### src/rtl/serial_add_arb.sv
// Round-robin scheduler sharing one bit-serial adder among NREQ requesters.
// Optional completed-operation counter enabled by `SERIAL_ADD_ARB_OPCNT_EN.
`timescale 1ns/1ps

module serial_add_arb #(
    parameter int NREQ    = 4,
    parameter int WIDTH   = 8,
    parameter int ADD_LAT = 9
) (
    input  logic                    clk,
    input  logic                    rst_n,
    input  logic [NREQ-1:0]         req,
    input  logic [NREQ*WIDTH-1:0]   a_in,
    input  logic [NREQ*WIDTH-1:0]   b_in,
    output logic [NREQ-1:0]         ack,
    output logic [WIDTH-1:0]        rsp_data,
    output logic                    busy,
    output logic                    add_en,
    output logic [WIDTH-1:0]        add_a,
    output logic [WIDTH-1:0]        add_b,
    input  logic [WIDTH-1:0]        add_sum,
    output logic [15:0]             op_count
);

    localparam int IDX_W = $clog2(NREQ);
    localparam int LAT_W = $clog2(ADD_LAT);
    localparam logic [LAT_W-1:0] LAT_LAST = LAT_W'(ADD_LAT - 1);
    localparam logic [IDX_W-1:0] IDX_LAST = IDX_W'(NREQ - 1);

    typedef enum logic [1:0] {IDLE, LOAD, RUN, DONE} state_t;

    state_t             state_reg, state_next;
    logic [IDX_W-1:0]   rr_ptr_reg, rr_ptr_next;
    logic [IDX_W-1:0]   gnt_idx_reg, gnt_idx_next;
    logic [LAT_W-1:0]   lat_cnt_reg, lat_cnt_next;
    logic [WIDTH-1:0]   add_a_reg, add_a_next;
    logic [WIDTH-1:0]   add_b_reg, add_b_next;
    logic [WIDTH-1:0]   rsp_data_reg, rsp_data_next;

    logic [WIDTH-1:0]   a_arr [NREQ];
    logic [WIDTH-1:0]   b_arr [NREQ];
    logic [IDX_W-1:0]   rot_idx [NREQ];
    logic [NREQ-1:0]    rot_req;
    logic [IDX_W-1:0]   pick_idx;

    // rot_req[k] is the request k positions above rr_ptr (mod NREQ)
    for (genvar gi = 0; gi < NREQ; gi++) begin : g_req
        logic [IDX_W:0] pos_sum;

        assign a_arr[gi]   = a_in[gi*WIDTH +: WIDTH];
        assign b_arr[gi]   = b_in[gi*WIDTH +: WIDTH];
        assign pos_sum     = {1'b0, rr_ptr_reg} + (IDX_W+1)'(gi);
        assign rot_idx[gi] = (pos_sum >= (IDX_W+1)'(NREQ))
                             ? IDX_W'(pos_sum - (IDX_W+1)'(NREQ))
                             : pos_sum[IDX_W-1:0];
        assign rot_req[gi] = req[rot_idx[gi]];
        assign ack[gi]     = (state_reg == DONE) && (gnt_idx_reg == IDX_W'(gi));
    end

    // Descending scan so the lowest rotated offset wins
    always_comb begin
        pick_idx = rr_ptr_reg;
        for (int k = NREQ - 1; k >= 0; k--) begin
            if (rot_req[k]) begin
                pick_idx = rot_idx[k];
            end
        end
    end

    always_comb begin
        state_next    = state_reg;
        rr_ptr_next   = rr_ptr_reg;
        gnt_idx_next  = gnt_idx_reg;
        lat_cnt_next  = lat_cnt_reg;
        add_a_next    = add_a_reg;
        add_b_next    = add_b_reg;
        rsp_data_next = rsp_data_reg;
        busy          = 1'b0;
        add_en        = 1'b0;

        case (state_reg)
            IDLE: begin
                if (|req) begin
                    gnt_idx_next = pick_idx;
                    add_a_next   = a_arr[pick_idx];
                    add_b_next   = b_arr[pick_idx];
                    state_next   = LOAD;
                end
            end
            LOAD: begin
                busy         = 1'b1;
                add_en       = 1'b1;
                lat_cnt_next = '0;
                state_next   = RUN;
            end
            RUN: begin
                busy = 1'b1;
                if (lat_cnt_reg == LAT_LAST) begin
                    rsp_data_next = add_sum;
                    state_next    = DONE;
                end else begin
                    lat_cnt_next = lat_cnt_reg + LAT_W'(1);
                end
            end
            DONE: begin
                busy        = 1'b1;
                rr_ptr_next = (gnt_idx_reg == IDX_LAST) ? '0 : gnt_idx_reg + IDX_W'(1);
                state_next  = IDLE;
            end
            default: state_next = IDLE;
        endcase
    end

    always_ff @(posedge clk or negedge rst_n) begin
        if (!rst_n) begin
            state_reg    <= IDLE;
            rr_ptr_reg   <= '0;
            gnt_idx_reg  <= '0;
            lat_cnt_reg  <= '0;
            add_a_reg    <= '0;
            add_b_reg    <= '0;
            rsp_data_reg <= '0;
        end else begin
            state_reg    <= state_next;
            rr_ptr_reg   <= rr_ptr_next;
            gnt_idx_reg  <= gnt_idx_next;
            lat_cnt_reg  <= lat_cnt_next;
            add_a_reg    <= add_a_next;
            add_b_reg    <= add_b_next;
            rsp_data_reg <= rsp_data_next;
        end
    end

    assign add_a    = add_a_reg;
    assign add_b    = add_b_reg;
    assign rsp_data = rsp_data_reg;

`ifdef SERIAL_ADD_ARB_OPCNT_EN
    logic [15:0] op_count_reg;

    always_ff @(posedge clk or negedge rst_n) begin
        if (!rst_n) begin
            op_count_reg <= '0;
        end else if (state_reg == DONE) begin
            op_count_reg <= op_count_reg + 16'd1;
        end
    end

    assign op_count = op_count_reg;
`else
    assign op_count = '0;
`endif

endmodule

### config.mk
export PLATFORM = sky130hd
export DESIGN_NAME = serial_add_arb
export DESIGN_NICKNAME = d
export VERILOG_FILES = /design/src/rtl/serial_add_arb.sv
export SDC_FILE = /design/constraint.sdc
export NUM_CORES = 1
export LEC_CHECK = 0
export CORE_MARGIN = 2
export CORE_UTILIZATION = 37
export CTS_BUF_LIST = sky130_fd_sc_hd__clkbuf_4
export CTS_CLUSTER_DIAMETER = 30
export DETAILED_ROUTE_END_ITERATION = 7
export HOLD_SLACK_MARGIN = 0.08
export PLACE_DENSITY = 0.75
export SYNTH_ARGS = -nofsm -noshare
export SYNTH_HDL_FRONTEND = slang
export SYNTH_SLANG_ARGS = --single-unit
### constraint.sdc
create_clock -name clk -period 2 [get_ports clk]
set_input_delay 0.3 -clock clk [delete_from_list [all_inputs] [get_ports clk]]
set_output_delay 0.3 -clock clk [all_outputs]
set_load 0.01 [all_outputs]
==> results of run 1 <==
[final cells by class]
type / instances / share of cell area (%)
clock buffers: 6 / 1.27
repair buffers: 124 / 34.6
clock inverters: 2 / 0.247
well taps: 75 / 2.65
multi-input cells: 164 / 36.4
inverters: 8 / 0.847
flip-flops and latches: 34 / 24.0
[timing repair]
item,in CTS,in global routing
resized for setup,1,11
hold buffers,1,0
setup endpoints to repair,4,21
endpoints found under the hold margin,34,0
buffers inserted,1,1
[metrics by stage]
stage / hold slack (ns) / power [mW] / std cells / setup TNS (ns) / util (%)
detailed placement: 0.424 / 3.73 / 402 / -5.77 / 57.2
global placement: 0.418 / 3.67 / 402 / -4.35 / 57.2
CTS: 0.509 / 4.14 / 412 / 0 / 58.5
global route: 0.522 / 4.44 / 413 / 0 / 59.2
floorplan: 0.00441 / 2.72 / 236 / 0 / -
finish: 0.510 / 4.12 / 413 / 0 / 59.2
[worst max-delay path: stages (launching register included)]
cell and delay (ns):
dfrtp_1 0.42, inv_1 0.11, ha_1 0.19, inv_1 0.05
clkdlybuf4s50_1 0.52
[power by group through the flow]
stage / Sequential (mW) / Combinational [mW] / Clock (mW)
finish: 1.23 / 2.52 / 0.375
global route: 1.28 / 2.75 / 0.414
CTS: 1.22 / 2.52 / 0.396
detailed placement: 1.23 / 2.50 / 0
global placement: 1.22 / 2.44 / 0
floorplan: 1.32 / 1.40 / 0
[routing by layer]
metal	track usage, %	vias to the layer above
met4	4.17	0
met3	3.98	7
met5	0	-
li1	-	1004
met2	32.0	84
met1	19.8	988
[placed cells by master (no fill, tap or decap), types with 2 or more instances in the layout]
cell type / instances
a211oi_1: 17
a211oi_2: 15
and2_1: 5
buf_4: 15
clkbuf_4: 6
clkdlybuf4s50_1: 99
conb_1: 16
dfrtp_1: 33
dlymetal6s2s_1: 7
ha_1: 10
inv_1: 8
mux2_2: 10
mux2i_1: 16
nand2_1: 7
nand3_1: 3
nor2_1: 18
nor2b_1: 4
nor4b_1: 16
o21ai_0: 6
or2_2: 2
[worst max-delay path by stage]
stage,endpoint,cells after the start,startpoint,slack [ns]
2_1_floorplan,add_a[1]$_DFFE_PN0P_,7,rr_ptr_reg[1]$_DFFE_PN0P_,0.16
3_3_place_gp,add_b[0]$_DFFE_PN0P_,7,req[2],-0.28
3_5_place_dp,add_a[4]$_DFFE_PN0P_,7,req[2],-0.38
4_1_cts,add_a[4]$_DFFE_PN0P_,7,req[2],0.006
5_1_grt,busy,4,state_reg[1]$_DFFE_PN0P_,0.007
6_report,busy,4,state_reg[1]$_DFFE_PN0P_,0.08
[cell families (layout without fill, tap and decap cells)]
logic type               Yosys count  count (layout)  synth area share, %
AO/OA/AOI/OAI                     47              47                 17.9
XOR/XNOR                           1               1                0.376
adder cells (fa/ha/maj)           11              11                 5.90
buffers and inverters             38             140                 11.5
flip-flops                        34              34                 36.5
multiplexers                      26              26                 11.7
other                              1              16                0.161
AND/OR/NAND/NOR                   63              63                 16.0
==> results by group, run 1 <==
Status
  – Outcome: finished clean

Detailed routing
  – DRT antenna net count: 0
  – Routed length on met2: 3180 um
  – Routed WL: 6100 um
  – Wl on met1: ~2500 um
  – Drt first pass iters: 4
  – Uppermost layer routed: met4
  – Initial drt markers: 68
  – Via/cell ratio: 5.04
  – # DRC: 0
  – WL/cell: 14.8 um
  – Vias: 2083
  – Met3 Wirelength: approximately 340 um

Critical path
  – Worst R2R Path Depth: 6
  – WP data arrival: 1.62 ns
  – Worst R2R End: add_a[7]$_DFFE_PN0P_
  – R2r setup slk: 0.13 ns
  – Crit path capture type: output pin
  – Worst Path Max Fanout: 4
  – Critical Path Source Type: flip-flop
  – Critical path type: flip-flop to output pin
  – Req. time, crit path: approximately 1.7 ns
  – R2R Path Start: rr_ptr_reg[1]$_DFFE_PN0P_

Die
  – Starting Density: 38.9%
  – # IOs: around 120
  – Die W: 83.4 um
  – Die area: 6950 um^2
  – Row cnt: 28
  – Core area: ~6000 um^2
  – Die height: around 83 um

Place
  – Dpl ws: -0.379 ns
  – Post-DP HPWL: 4690 um
  – I/O Buffers: 107
  – RD Place Congestion: 0.876
  – Post-DP Area: 3430 um^2

Logic synthesis
  – Top post-synthesis cells by count: dfrtp_1 (34), nor2_1 (19), a211oi_1 (18)
  – Cell taking the most area after synthesis: dfrtp_1
  – Post-Syn Area: 2330 um^2
  – Most frequent cell after synthesis: dfrtp_1
  – Post-synth ARST share: 100%
  – Synth cell types: 38
  – YS warnings: 0
  – Top_reg_cell synth: dfrtp_1
  – Post-Syn Instances: 221
  – Top-area cell type share of the netlist area: 36.5%
  – Sequential area share after synthesis: 36.5%
  – Synth top area cells: dfrtp_1 (37%), a211oi_2 (7.5%), mux2i_1 (6.9%), nor4b_1 (6.0%), ha_1 (5.9%)
  – Post-Syn Area per Cell: 10.5 um^2
  – Post-synth EDFFs: 0
  – Synthesis-stage register bit count: 34

Finish
  – # diodes: 0
  – Fin area: approximately 3500 um^2
  – Multi-input logic area: 1290 um^2
  – Nets: 426
  – Synthesis-to-layout area growth: 52.1%
  – Reg area: around 850 um^2
  – Filler cells: ~520
  – Share of layout cells above drive strength 1: 17.2%

Pwr
  – Clock power frac: 9.1%
  – Power per cell area: 1160 nW/um^2
  – Comb power frac: 61.2%
  – VDD IR-drop max: 0.616 mV
  – Leak pwr: 1.54 nW
  – Net Sw Frac: 39.6%
  – Int Power: between 2 and 2.5 mW
  – Psw: 1.63 mW
  – Register share of total power: a little under 30%

STA
  – Tcrit/Tclk final: a little over nine tenths
  – Tightest Pin Transition: 0.777 ns
  – Final min period: ~1.9 ns
  – Fmax: 521 MHz
  – Unrepaired setup endpoints after global routing: no
  – Setup violators final: 0
  – Slew headroom: 48.2%
  – Clk_skew: 0.0137 ns
  – Final Hold Vio Count: 0
  – Slew Viols, Final: 0
  – Setup WS post-layout: 0.0803 ns

Clock network
  – Clk_lat worst skew: ~0.34 ns
  – H-Tree Depth: 2
  – CTS buffer count: 5
  – Clock-pin transition on the worst setup and hold timing paths: 0.11 ns
  – Clock sink count: 34
  – Worst-case clock buffer depth: 2
  – CTS tree: built
  – Root Buffer: clkbuf_4

Hold path
  – Hold_sp: lat_cnt_reg[3]$_DFFE_PN0P_
  – Worst Hold Depth: 1
  – WHS Endpoint: lat_cnt_reg[3]$_DFFE_PN0P_
  – Hold Path Class: flip-flop to flip-flop

Flow run
  – Number of max-cap violations: 0

Global routing
  – First-pass GRT wire length: between 9000 and 10000 um
  – Vias in the first global route: 2062
  – Initial antenna violation count: 0
  – Largest net degree at the start of global routing: 35
  – Grt ovf: 0
  – GR Util All Layers: 17.2%
(Power assumes the default switching activity.)
==> inputs of run 2 (changes only) <==
--- a/config.mk
+++ b/config.mk
@@ -5,13 +5,13 @@
 export SDC_FILE = /design/constraint.sdc
 export NUM_CORES = 1
 export LEC_CHECK = 0
-export CORE_MARGIN = 2
 export CORE_UTILIZATION = 37
 export CTS_BUF_LIST = sky130_fd_sc_hd__clkbuf_4
 export CTS_CLUSTER_DIAMETER = 30
+export CTS_CLUSTER_SIZE = 30
 export DETAILED_ROUTE_END_ITERATION = 7
 export HOLD_SLACK_MARGIN = 0.08
-export PLACE_DENSITY = 0.75
+export PLACE_DENSITY = 0.79
 export SYNTH_ARGS = -nofsm -noshare
 export SYNTH_HDL_FRONTEND = slang
 export SYNTH_SLANG_ARGS = --single-unit
==> results by group, run 2 (synthesis results as in run 1) <==
Critical path
  – Worst R2R End: add_a[6]$_DFFE_PN0P_ (was add_a[7]$_DFFE_PN0P_)
  – Worst Path Max Fanout: 16 (was 4)
  – R2r setup slk: 0.09 ns (was 0.13 ns)
  – WP data arrival: 2.19 ns (was 1.62 ns)
  – Crit path capture type: flip-flop (was output pin)
  – Worst R2R Path Depth: 6 (unchanged)
  – R2R Path Start: rr_ptr_reg[1]$_DFFE_PN0P_ (unchanged)
  – Critical path type: input pin to flip-flop (was flip-flop to output pin)
  – Launch point of the worst path: req[0] (was state_reg[1]$_DFFE_PN0P_)
  – Req. time, crit path: 2.26 ns (was 1.70 ns)
  – Critical Path Source Type: input pin (was flip-flop)

Finish
  – Fin area: 3590 um^2 (was 3550 um^2)
  – Share of layout cells above drive strength 1: 17.7% (was 17.2%)
  – Finished Layout Cells: 414 (was 413)
  – Nets: 427 (was 426)
  – # diodes: 0 (unchanged)
  – Synthesis-to-layout area growth: 53.8% (was 52.1%)
  – Most frequent cells in the layout: clkdlybuf4s50_1 (100), dfrtp_1 (33), nor2_1 (18), a211oi_1 (18) (was clkdlybuf4s50_1 (99), dfrtp_1 (33), nor2_1 (18))
  – Commonest non-fill, non-tap cell in the layout: clkdlybuf4s50_1 (unchanged)

Die
  – Die W: 81.4 um (was 83.4 um)
  – Starting Density: 38.9% (unchanged)
  – Die height: 81.4 um (was 83.4 um)
  – Row cnt: 28 (unchanged)
  – # IOs: 124 (unchanged)
  – Core area: 5990 um^2 (unchanged)
  – Die area: 6620 um^2 (was 6950 um^2)

Detailed routing
  – # DRC: 0 (unchanged)
  – Vias: 2071 (was 2083)
  – WL/cell: 15.1 um (was 14.8 um)
  – Initial drt markers: 43 (was 68)
  – Drt first pass iters: 4 (unchanged)
  – Routed WL: 6250 um (was 6100 um)
  – Via/cell ratio: 5.00 (was 5.04)
  – DRT antenna net count: 0 (unchanged)

STA
  – Unrepaired setup endpoints after global routing: no (unchanged)
  – Final Hold Vio Count: 0 (unchanged)
  – Setup TNS: 0 ns (unchanged)
  – Minimum hold slack: 0.513 ns (was 0.510 ns)
  – Tightest Pin Transition: 0.790 ns (was 0.777 ns)
  – Slew Viols, Final: 0 (unchanged)
  – Clk_skew: 0.00866 ns (was 0.0137 ns)
  – Final min period: 1.93 ns (was 1.92 ns)
  – Slew headroom: 47.3% (was 48.2%)
  – Tcrit/Tclk final: 96.6% (was 96.0%)
  – Setup violators final: 0 (unchanged)
  – Fmax: 517 MHz (was 521 MHz)

Clock network
  – Root Buffer: clkbuf_4 (unchanged)
  – CTS buffer count: 5 (unchanged)
  – Worst-case clock buffer depth: 2 (unchanged)
  – Clk_lat worst skew: 0.35 ns (was 0.34 ns)
  – Clock sink count: 34 (unchanged)
  – CTS tree: built (unchanged)
  – H-Tree Depth: 2 (unchanged)
  – Clock-pin transition on the worst setup and hold timing paths: 0.11 ns (about the same)

Hold path
  – Hold_sp: rsp_data[6]$_DFFE_PN0P_ (was lat_cnt_reg[3]$_DFFE_PN0P_)
  – Worst Hold Depth: 1 (unchanged)
  – WHS Endpoint: rsp_data[6]$_DFFE_PN0P_ (was lat_cnt_reg[3]$_DFFE_PN0P_)
  – Hold Path Class: flip-flop to flip-flop (unchanged)

Place
  – I/O Buffers: 107 (unchanged)
  – RD Place Congestion: 0.778 (was 0.876)
  – Post-DP Area: 3430 um^2 (about the same)
  – DP Cell Count: 401 (was 402)
  – Post-DP HPWL: 4520 um (was 4690 um)

Global routing
  – Grt ovf: 0 (unchanged)
  – Largest net degree at the start of global routing: 35 (unchanged)
  – First-pass GRT wire length: 9580 um (was 9810 um)
  – Vias in the first global route: 2039 (was 2062)
  – Initial antenna violation count: 0 (unchanged)
  – GR Util All Layers: 19.5% (was 17.2%)

Pwr
  – Leak pwr: 1.55 nW (was 1.54 nW)
  – Clock power frac: 9.1% (about the same)
  – Int Power: 2.57 mW (was 2.49 mW)
  – Psw: 1.67 mW (was 1.63 mW)
  – Net Sw Frac: 39.3% (was 39.6%)
  – Comb power frac: 61.5% (was 61.2%)
  – Register share of total power: 29.4% (was 29.8%)
  – VDD IR-drop max: 0.493 mV (was 0.616 mV)
  – Power per cell area: 1180 nW/um^2 (was 1160 nW/um^2)

Status
  – Outcome: finished clean (unchanged)

Flow run
  – Number of max-cap violations: 0 (unchanged)
==> run 2: changes by cell type in the layout (fill, tap and decap cells not counted), sizes merged <==
| cell | change |
|---|---|
| bufbuf | +1 |
| clkdlybuf4s50 | +1 |
| dlymetal6s2s | -2 |
| dlygate4sd2 | +1 |
==> run 2: metal layers <==
layer  part of all wire (%)  wire, um  GRT usage (%)
met3                    7.3       455           5.51
met1                     40      2480           21.7
met2                     52      3240           34.8
met4                    1.3        79           7.68
met5                      0         0              0
==> run 2: critical path, stage by stage <==
cell and delay (ns):
clkdlybuf4s50_1 0.48, nor2b_1 0.18, o21ba_2 0.22, or3_4 0.36
bufbuf_16 0.32, mux2i_1 0.12, a211oi_1 0.21
==> run 2: through the flow <==
stage          setup WS, ns  power [mW]  util [%]
3_3_place_gp         -0.285        3.66      57.3
4_1_cts             0.00386        4.23      59.2
6_report             0.0672        4.24      59.9
5_1_grt             0.00102        4.59      59.9
3_5_place_dp         -0.395        3.73      57.3
2_1_floorplan         0.163        2.72         -
==> run 2: power by group through the flow <==
stage | clock network, mW | logic (mW) | registers [mW]
final | 0.384 | 2.61 | 1.25
after global routing | 0.437 | 2.86 | 1.29
after CTS | 0.400 | 2.59 | 1.24
after detailed placement | 0 | 2.48 | 1.25
after global placement | 0 | 2.42 | 1.24
after floorplan | 0 | 1.40 | 1.32
==> run 2: repair_timing <==
item                                    in CTS  in global routing
endpoints found under the setup margin       5                  7
buffers inserted                             1                  2
hold buffers                                 1                  0
hold endpoints to repair                    34                  0
resized for setup                            4                  9
gates cloned                                 1                  0
==> run 2: worst max path at each step <==
stage          depth (start not counted)                    to
2_1_floorplan                          7  add_a[1]$_DFFE_PN0P_
3_3_place_gp                           7  add_b[0]$_DFFE_PN0P_
3_5_place_dp                           7  add_b[3]$_DFFE_PN0P_
4_1_cts                                3                ack[3]
5_1_grt                                3                add_en
6_report                               7  add_b[4]$_DFFE_PN0P_
==> run 2: cell type report <==
class	count	area, um^2
Fill cell	504	2400
Clock inverter	2	8.76
Clock buffer	6	45.0
Tap cell	75	93.8
Inverter	8	30.0
Timing Repair Buffer	125	1260
Multi-Input combinational cell	164	1290
Sequential cell	34	852
==> inputs of run 3 (changes only) <==
--- a/config.mk
+++ b/config.mk
@@ -8,7 +8,7 @@
 export CORE_UTILIZATION = 37
 export CTS_BUF_LIST = sky130_fd_sc_hd__clkbuf_4
 export CTS_CLUSTER_DIAMETER = 30
-export CTS_CLUSTER_SIZE = 30
+export CTS_CLUSTER_SIZE = 10
 export DETAILED_ROUTE_END_ITERATION = 7
 export HOLD_SLACK_MARGIN = 0.08
 export PLACE_DENSITY = 0.79
==> results of run 3 <==
The final DEF is identical to that of run 2; final timing and power are the same.
